### src/rtl/irq_collector_if.sv
// Interrupt collector bus: raw lines and enables in, CPU handshake and
// status out. The collector sits on the slave side; the CPU/stimulus
// side uses the master modport.
interface irq_collector_if #(
  parameter int NUM_CH = 4,
  parameter int ID_W   = 2
);

  logic [NUM_CH-1:0] irq_in;       // raw asynchronous interrupt lines
  logic [NUM_CH-1:0] irq_enable;   // per-channel request enable (0 = masked)
  logic              irq_ack;      // one-cycle acknowledge of presented irq_id
  logic              irq_req;      // at least one enabled pending channel
  logic [ID_W-1:0]   irq_id;       // index of the presented channel
  logic [NUM_CH-1:0] irq_pending;  // raw pending vector, unmasked
  logic [NUM_CH-1:0] irq_overrun;  // sticky: event arrived while already pending

  modport master (
    output irq_in,
    output irq_enable,
    output irq_ack,
    input  irq_req,
    input  irq_id,
    input  irq_pending,
    input  irq_overrun
  );

  modport slave (
    input  irq_in,
    input  irq_enable,
    input  irq_ack,
    output irq_req,
    output irq_id,
    output irq_pending,
    output irq_overrun
  );

endinterface

### src/rtl/irq_collector.sv
// Multi-channel interrupt collector. Each channel synchronises its raw line
// through two flops, debounces it with a FILTER_LEN-cycle agreement filter,
// turns the filtered level into an event (edge or level, per-channel
// polarity) and latches it into a pending bit. The lowest-index enabled
// pending channel is presented to the CPU and retired by a one-cycle ack.
module irq_collector #(
  parameter int               NUM_CH     = 4,
  parameter int               ID_W       = 2,
  parameter int               FILTER_LEN = 4,
  parameter logic [NUM_CH-1:0] ACTIVE_LOW = {NUM_CH{1'b1}},
  parameter logic [NUM_CH-1:0] EDGE_MODE  = {NUM_CH{1'b1}}
) (
  input  logic            clock,
  input  logic            reset,
  irq_collector_if.slave  bus
);

  // Filter counter only needs to count up to FILTER_LEN-1; the step that
  // would reach FILTER_LEN flips the filtered level instead.
  localparam int              CNT_W    = $clog2(FILTER_LEN + 1);
  localparam logic [CNT_W-1:0] CNT_LAST = CNT_W'(FILTER_LEN - 1);

  // Per-channel state
  logic [NUM_CH-1:0]            sync1_q,     sync1_d;
  logic [NUM_CH-1:0]            sync2_q,     sync2_d;
  logic [NUM_CH-1:0]            filt_q,      filt_d;
  logic [NUM_CH-1:0][CNT_W-1:0] cnt_q,       cnt_d;
  logic [NUM_CH-1:0]            asrt_prev_q, asrt_prev_d;
  logic [NUM_CH-1:0]            pending_q,   pending_d;
  logic [NUM_CH-1:0]            overrun_q,   overrun_d;

  // Derived per-channel signals
  logic [NUM_CH-1:0] asrt;      // filtered line is at its active level
  logic [NUM_CH-1:0] evt;       // channel raises an interrupt event this cycle
  logic [NUM_CH-1:0] clr;       // accepted ack retires this channel this cycle
  logic [NUM_CH-1:0] masked;    // pending and enabled

  // CPU-facing view
  logic              req;
  logic [ID_W-1:0]   id;
  logic              ack_fire;

  // Request and priority encoder: lowest enabled pending index wins.
  always_comb begin
    // NOTE: every variable gets a default before any conditional assignment
    // so that no path through the block leaves it unassigned (no latch).
    masked = pending_q & bus.irq_enable;
    req    = |masked;
    id     = '0;
    for (int ch = NUM_CH - 1; ch >= 0; ch--) begin
      if (masked[ch]) begin
        id = ID_W'(ch);
      end
    end
  end

  // Ack acceptance: only a request that is actually being presented is
  // retired, and only the presented channel is cleared.
  always_comb begin
    ack_fire = bus.irq_ack & req;
    clr      = '0;
    for (int ch = 0; ch < NUM_CH; ch++) begin
      clr[ch] = ack_fire && (id == ID_W'(ch));
    end
  end

  // Synchroniser and debounce filter next-state.
  always_comb begin
    sync1_d = bus.irq_in;
    sync2_d = sync1_q;
    filt_d  = filt_q;
    cnt_d   = cnt_q;
    for (int ch = 0; ch < NUM_CH; ch++) begin
      if (sync2_q[ch] == filt_q[ch]) begin
        cnt_d[ch] = '0;
      end else if (cnt_q[ch] == CNT_LAST) begin
        filt_d[ch] = sync2_q[ch];
        cnt_d[ch]  = '0;
      end else begin
        cnt_d[ch] = cnt_q[ch] + CNT_W'(1);
      end
    end
  end

  // Event generation, pending and overrun next-state. A new event beats a
  // simultaneous ack, so nothing is lost when they coincide.
  always_comb begin
    asrt        = filt_q ^ ACTIVE_LOW;
    asrt_prev_d = asrt;
    evt         = (EDGE_MODE & asrt & ~asrt_prev_q) | (~EDGE_MODE & asrt);
    pending_d   = evt | (pending_q & ~clr);
    overrun_d   = ~clr & (overrun_q | (evt & pending_q));
  end

  // State register with synchronous reset to the inactive line level.
  always_ff @(posedge clock) begin
    // NOTE: non-blocking assignments so every flop samples the values its
    // neighbours held before this edge, independent of statement order.
    if (reset) begin
      // NOTE: filter and synchroniser state is reset too, not just the
      // pending bits, so a mid-run reset also discards half-filtered pulses.
      sync1_q     <= ACTIVE_LOW;
      sync2_q     <= ACTIVE_LOW;
      filt_q      <= ACTIVE_LOW;
      cnt_q       <= '0;
      asrt_prev_q <= '0;
      pending_q   <= '0;
      overrun_q   <= '0;
    end else begin
      sync1_q     <= sync1_d;
      sync2_q     <= sync2_d;
      filt_q      <= filt_d;
      cnt_q       <= cnt_d;
      asrt_prev_q <= asrt_prev_d;
      pending_q   <= pending_d;
      overrun_q   <= overrun_d;
    end
  end

  // Outputs are pure functions of registered state and irq_enable, so an
  // unmask shows up on irq_req in the same cycle.
  assign bus.irq_req     = req;
  assign bus.irq_id      = id;
  assign bus.irq_pending = pending_q;
  assign bus.irq_overrun = overrun_q;

endmodule

### src/flat_wrapper.sv
// flat-port wrapper written by rule: the top's interface ports become plain ports
module irq_collector_flat 
#(
  parameter int               NUM_CH     = 4,
  parameter int               ID_W       = 2,
  parameter int               FILTER_LEN = 4,
  parameter logic [NUM_CH-1:0] ACTIVE_LOW = {NUM_CH{1'b1}},
  parameter logic [NUM_CH-1:0] EDGE_MODE  = {NUM_CH{1'b1}}
)
  (clock, reset, bus_irq_in, bus_irq_enable, bus_irq_ack, bus_irq_req, bus_irq_id, bus_irq_pending, bus_irq_overrun);
  irq_collector_if #(.NUM_CH(NUM_CH), .ID_W(ID_W)) bus_i ();
  input  logic clock;
  input  logic reset;
  input wire logic [$bits(bus_i.irq_in)-1:0] bus_irq_in;
  input wire logic [$bits(bus_i.irq_enable)-1:0] bus_irq_enable;
  input wire logic [$bits(bus_i.irq_ack)-1:0] bus_irq_ack;
  output wire logic [$bits(bus_i.irq_req)-1:0] bus_irq_req;
  output wire logic [$bits(bus_i.irq_id)-1:0] bus_irq_id;
  output wire logic [$bits(bus_i.irq_pending)-1:0] bus_irq_pending;
  output wire logic [$bits(bus_i.irq_overrun)-1:0] bus_irq_overrun;
  assign bus_i.irq_in = bus_irq_in;
  assign bus_i.irq_enable = bus_irq_enable;
  assign bus_i.irq_ack = bus_irq_ack;
  assign bus_irq_req = bus_i.irq_req;
  assign bus_irq_id = bus_i.irq_id;
  assign bus_irq_pending = bus_i.irq_pending;
  assign bus_irq_overrun = bus_i.irq_overrun;
  irq_collector #(.NUM_CH(NUM_CH), .ID_W(ID_W), .FILTER_LEN(FILTER_LEN), .ACTIVE_LOW(ACTIVE_LOW), .EDGE_MODE(EDGE_MODE)) u_core (.clock(clock), .reset(reset), .bus(bus_i));
endmodule
### config.mk
export PLATFORM = sky130hd
export DESIGN_NAME = irq_collector_flat
export DESIGN_NICKNAME = d
export VERILOG_FILES = /design/src/rtl/irq_collector_if.sv /design/src/rtl/irq_collector.sv /design/src/flat_wrapper.sv
export SDC_FILE = /design/constraint.sdc
export NUM_CORES = 1
export LEC_CHECK = 0
export ABC_AREA = 1
export CORE_ASPECT_RATIO = 1.1
export CORE_MARGIN = 5
export CORE_UTILIZATION = 40
export DETAILED_ROUTE_END_ITERATION = 10
export PLACE_DENSITY_LB_ADDON = 0.12
export SYNTH_ARGS = -nofsm -noshare
export SYNTH_HDL_FRONTEND = slang
export SYNTH_SLANG_ARGS = --single-unit
### constraint.sdc
create_clock -name clock -period 1.28 [get_ports clock]
set_input_delay 0.192 -clock clock [delete_from_list [all_inputs] [get_ports clock]]
set_output_delay 0.192 -clock clock [all_outputs]
set_load 0.01 [all_outputs]
; ---- Word-level counts from Yosys, hierarchy flattened
; Index checks and enable logic that the tools add are counted.
[classes]
addsub = 4
eq_ne = 11
muxes = 4
bitwise = 15
n_reduce_logical = 14
[op_table]
columns = operator, n
row1 = AND 4 bit, 5
row2 = adder 3 x 1 -> 3 bit (second input constant), 4
row3 = == test 3 x 2 -> 1 bit (second input constant), 4
row4 = NOT 4 bit, 3
row5 = OR reduction 3 bit, 4
row6 = two-way mux 2 bit, 4
row7 = OR 4 bit, 2
row8 = AND reduction 2 bit, 4
row9 = == test 1 bit, 4
row10 = == test 2 bit (second input constant), 2
row11 = logical AND 1 bit, 4
row12 = NOT 1 bit, 4
row13 = OR reduction 4 bit, 1
row14 = == test 2 x 1 -> 1 bit (second input constant), 1
row15 = logical NOT 2 bit, 1
row16 = AND 1 bit, 1
[totals]
register_bits = 36
input_bits = 11

; ---- Depth between registers and ports, before layout
[logic_depth]
word_depth = 10
mapped_depth = 7
mapped_depth_nobuf = 7

; ---- Worst setup path after synthesis
; OpenSTA, ideal clock, no wires.
[synth_path]
kind = register to register
startpoint = register u_core.pending_q[3], in the netlist u_core.bus.irq_pending[3]
endpoint = register u_core.pending_q[2], in the netlist u_core.bus.irq_pending[2]
setup_ps = 113
arrival_time_ps = 887
required_time_ps = 1167
path_slack_ps = 279
stages_incl_launch_ff = 8
synth_period_minus_slack_ps = 1001
cell_sequence = dfxtp_1 > nand2_1 > nand2_2 > inv_2 > nor2_4 > nand2_2 > nand3_1 > nand2_1
[synth_between]
elab_chain_len = 10
[synth_lines]
columns = element, line_no
row1 = from (decl), irq_collector.sv:29  ; logic [NUM_CH-1:0] pending_q, pending_d;
row2 = from (signal assigned), irq_collector.sv:115  ; pending_q <= pending_d;
row3 = AND 4 bit, irq_collector.sv:47  ; masked = pending_q & bus.irq_enable;
row4 = two-way mux 2 bit (4 in a row), irq_collector.sv:51  ; if (masked[ch]) begin
row5 = named net bus_irq_id[1], flat_wrapper.sv:18  ; output wire logic [$bits(bus_i.irq_id)-1:0] bus_irq_id;
row6 = == test 2 bit, irq_collector.sv:63  ; clr[ch] = ack_fire && (id == ID_W'(ch));
row7 = logical AND 1 bit, irq_collector.sv:63
row8 = NOT 4 bit, irq_collector.sv:91  ; pending_d = evt | (pending_q & ~clr);
row9 = AND 4 bit, irq_collector.sv:91
row10 = OR 4 bit, irq_collector.sv:91
; The timed path passes the listed nets, and every way through them passes these cells.
; A chain may end at the register's enable or synchronous reset.

; ---- Final worst setup path
[layout_path]
startpoint = input bus_irq_enable[3]
endpoint = output bus_irq_id[0]
[layout_between]
elab_chain_len = 5
[layout_lines]
columns = element, line_no
row1 = from (decl), flat_wrapper.sv:15  ; input wire logic [$bits(bus_i.irq_enable)-1:0] bus_irq_enable;
row2 = AND 4 bit, irq_collector.sv:47
row3 = two-way mux 2 bit (4 in a row), irq_collector.sv:51
row4 = to (decl), flat_wrapper.sv:18
; No other way between the ends.

==> metrics.yaml <==
status:
  status: "completed"
synth:
  syn_inst: 150
  yosysWarnings: 0
  synth_seq_cells: 36
  synth_nets: 169
  synth_top_area_share_pct: 53.48
  synth_top_area_cell: "dfxtp_1"
  ys_seq_area_share_pct: 53.48
  yosysUniqueCellTypes: 20
  synth_area_per_cell_sq_um: 8.984
  yosys-top-cells-area: "dfxtp_1 (53%), ha_1 (7.4%), nor2_1 (7.0%), nand2_1 (5.0%), inv_1 (4.7%)"
  netlist_area_sq_um: 1348
timing:
  fmaxAchievable_mhz: 787.3
  setup_viol: 0
  finalWorstSetupSlack_ps: 9.854
  max-slew-margin-rel_pct: 80.08
  rsz0062_at_grt: "true"
  slew_violations: 0
  whs_ps: 413.9
  finalCriticalPeriod_ps: 1270
  clock_skew_ps: 7.611
  tightest_slew_ps: 297.5
  finalHoldViolCount: 0
  fin_crit_sh_pct: 99.23
pwr:
  ir_drop_mv: 0.6261
  p_leak_uw: 0.0008156
  power_density_nw_per_um2: 992.2
  power_uw: 1726
route:
  ant_nets: 0
  drtPass1Iterations: 4
  viasPerCell: 4.652
  routedLengthMet1_um: 1046
  dr_wl_met3_um: 178
  drc_errors: 0
  wl_met2_um: 988
  drt_first_iter_violations: 29
  wl_per_cell_um: 10.13
  routed_wirelength_um: 2268
  vias: 1042
  highest_layer: "met4"
die:
  die_w_um: 65.34
  core_sq_um: 3303
  num_io_pins: 22
  initial_utilization_pct: 40.80
  rows: 22
  die_area_sq_um: 4631
  fp.dieH_um: 70.88
worst_setup_path:
  crit_path_top_delay_cell: "clkdlybuf4s50_1"
  critPathArrivalTime_ps: 1080
  cp-startpoint: "bus_irq_enable[3]"
  rr_startpoint: "u_core.bus.irq_pending[3]"
  r2r-end: "u_core.bus.irq_pending[3]"
  cp_data_required_time_ps: 1090
  path_max_fanout: 2
  path_cells: "clkdlybuf4s50_1 > nand2_2 > inv_2 > nand2_2 > a21oi_2 > buf_2"
  path_class: "in2out"
  crit_top_cell: "nand2_2"
  reg2reg_depth: 9
  critPathLaunchType: "input port"
  critPathTopFamily: "buffers and inverters"
  critPathBufInv: 3
  end_kind: "primary output"
  r2r_slack_ps: 150
  max_stage_delay_ps: 470
final_layout:
  drive_above_1_share_pct: 29.26
  nets: 209
  final_area_sq_um: 1739
  antenna_cells: 0
  area_growth_pct: 29.06
  utilization_pct: 52.65
  nFillCells: 314
clocking:
  cts_hold_buffers: 0
  root_buffer: "clkbuf_4"
  cts_buffers: 5
  clock_path_buffers: 2
  worstSkewPairLatency_ps: 320
  htree_levels: 2
  path_clk_slew_ps: 80
  tritoncts: "built"
  cts_num_sinks: 36
place:
  hpwl_um: 1730
  place_congestion: 0.7260
  port_buffers: 21
  dpl_cell_area_sq_um: 1694
  pre_cts_slack_ps: -410.9
job:
  cap_violations: 0
grt:
  first_global_vias: 1006
  gr-total-overflow: 0
  grt_pass1_wl_um: 4091
  grt_max_degree: 12
  antenna_found_initial: 0
  grt.total_usage_pct: 11.46
worst_hold_path:
  min_path_cells: 1
  min_from: "u_core.sync1_q[2]"
  hold_path.class: "reg2reg"
  min_to: "u_core.sync2_q[2]"
==> worst register-to-register path, cell delays in order, from the launching register on <==
cell and delay, ps:
dfxtp_2 350, nand2_2 60, inv_2 50, nand2_2 50
buf_4 130, buf_4 120, nor2_1 110, nand2_2 70
nand3_1 60, nand2_1 40
==> Yosys cell counts, drive strengths merged <==
master  count
buf         3
nor2       26
o211ai      4
o21ai       3
ha          8
or2         8
nand2      25
nand3       7
dfxtp      36
a211oi      1
a21oi      10
inv        19
==> what timing repair did <==
item                                    CTS  global route
endpoints found under the setup margin   11             6
gates resized for setup                  26            15
pin swaps                                 1             3
setup buffers                             0             1
==> worst max path at each step <==
stage / endpoint / cells past startpoint
global placement: bus_irq_id[0] / 6
global route: bus_irq_id[0] / 5
floorplan: u_core.bus.irq_pending[2] / 7
finish: bus_irq_id[0] / 6
detailed placement: bus_irq_id[0] / 6
CTS: bus_irq_id[0] / 5
==> power breakdown <==
group / switching (uW) / internal, uW / total, uW
combinational: 36.7 / 53.1 / 89.8
clock: 310 / 183 / 493
sequential: 8.08 / 1130 / 1140
==> layout by cell type, fill, tap and decap left out, drive strengths merged <==
cell type | Yosys | final
dfxtp | 36 | 36
nor2 | 26 | 26
nand2 | 25 | 25
inv | 19 | 19
buf | 3 | 18
clkdlybuf4s50 | 0 | 10
a21oi | 10 | 10
clkbuf | 0 | 9
ha | 8 | 8
or2 | 8 | 8
nand3 | 7 | 7
o211ai | 4 | 4
dlygate4sd2 | 0 | 4
o21ai | 3 | 3
a211oi | 1 | 1
==> registers in the layout, indices dropped and copies added (netlist names) <==
| name | count |
|---|---|
| u_core.cnt_q | 12 |
| u_core.asrt_prev_q | 4 |
| u_core.bus.irq_overrun | 4 |
| u_core.bus.irq_pending | 4 |
| u_core.filt_q | 4 |
| u_core.sync1_q | 4 |
| u_core.sync2_q | 4 |
==> layout make-up <==
cell class,count,area (sq um),share of cell area (%)
Timing Repair Buffer,36,301.5,17.34
Inverter,19,71.32,4.101
Tap cell,36,45.04,2.590
Multi-Input combinational cell,92,558.0,32.09
Clock buffer,5,37.54,2.158
Sequential cell,36,725.7,41.73
==> metrics by stage <==
step	cells	setup TNS [ps]
after floorplan	150	0
after CTS	223	-57.77
after global routing	224	-205.8
after detailed placement	218	-2623
after global placement	218	-2146
final	224	0
==> kinds of logic (layout without fill, tap and decap cells) <==
family | Yosys count | in the layout | synth area share (%)
DFF | 36 | 36 | 53.48
and+or+nand+nor | 66 | 66 | 22.75
buffers and inverters | 22 | 60 | 7.242
adders and majority gates | 8 | 8 | 7.428
AOI/OAI and AO/OA | 18 | 18 | 9.099
==> routing by layer <==
metal / up-vias / track usage, %
li1: 545 / -
met1: 467 / 12.73
met2: 24 / 18.11
met3: 6 / 5.238
met4: 0 / 6.221
met5: - / 0
(Power assumes the default switching activity.)
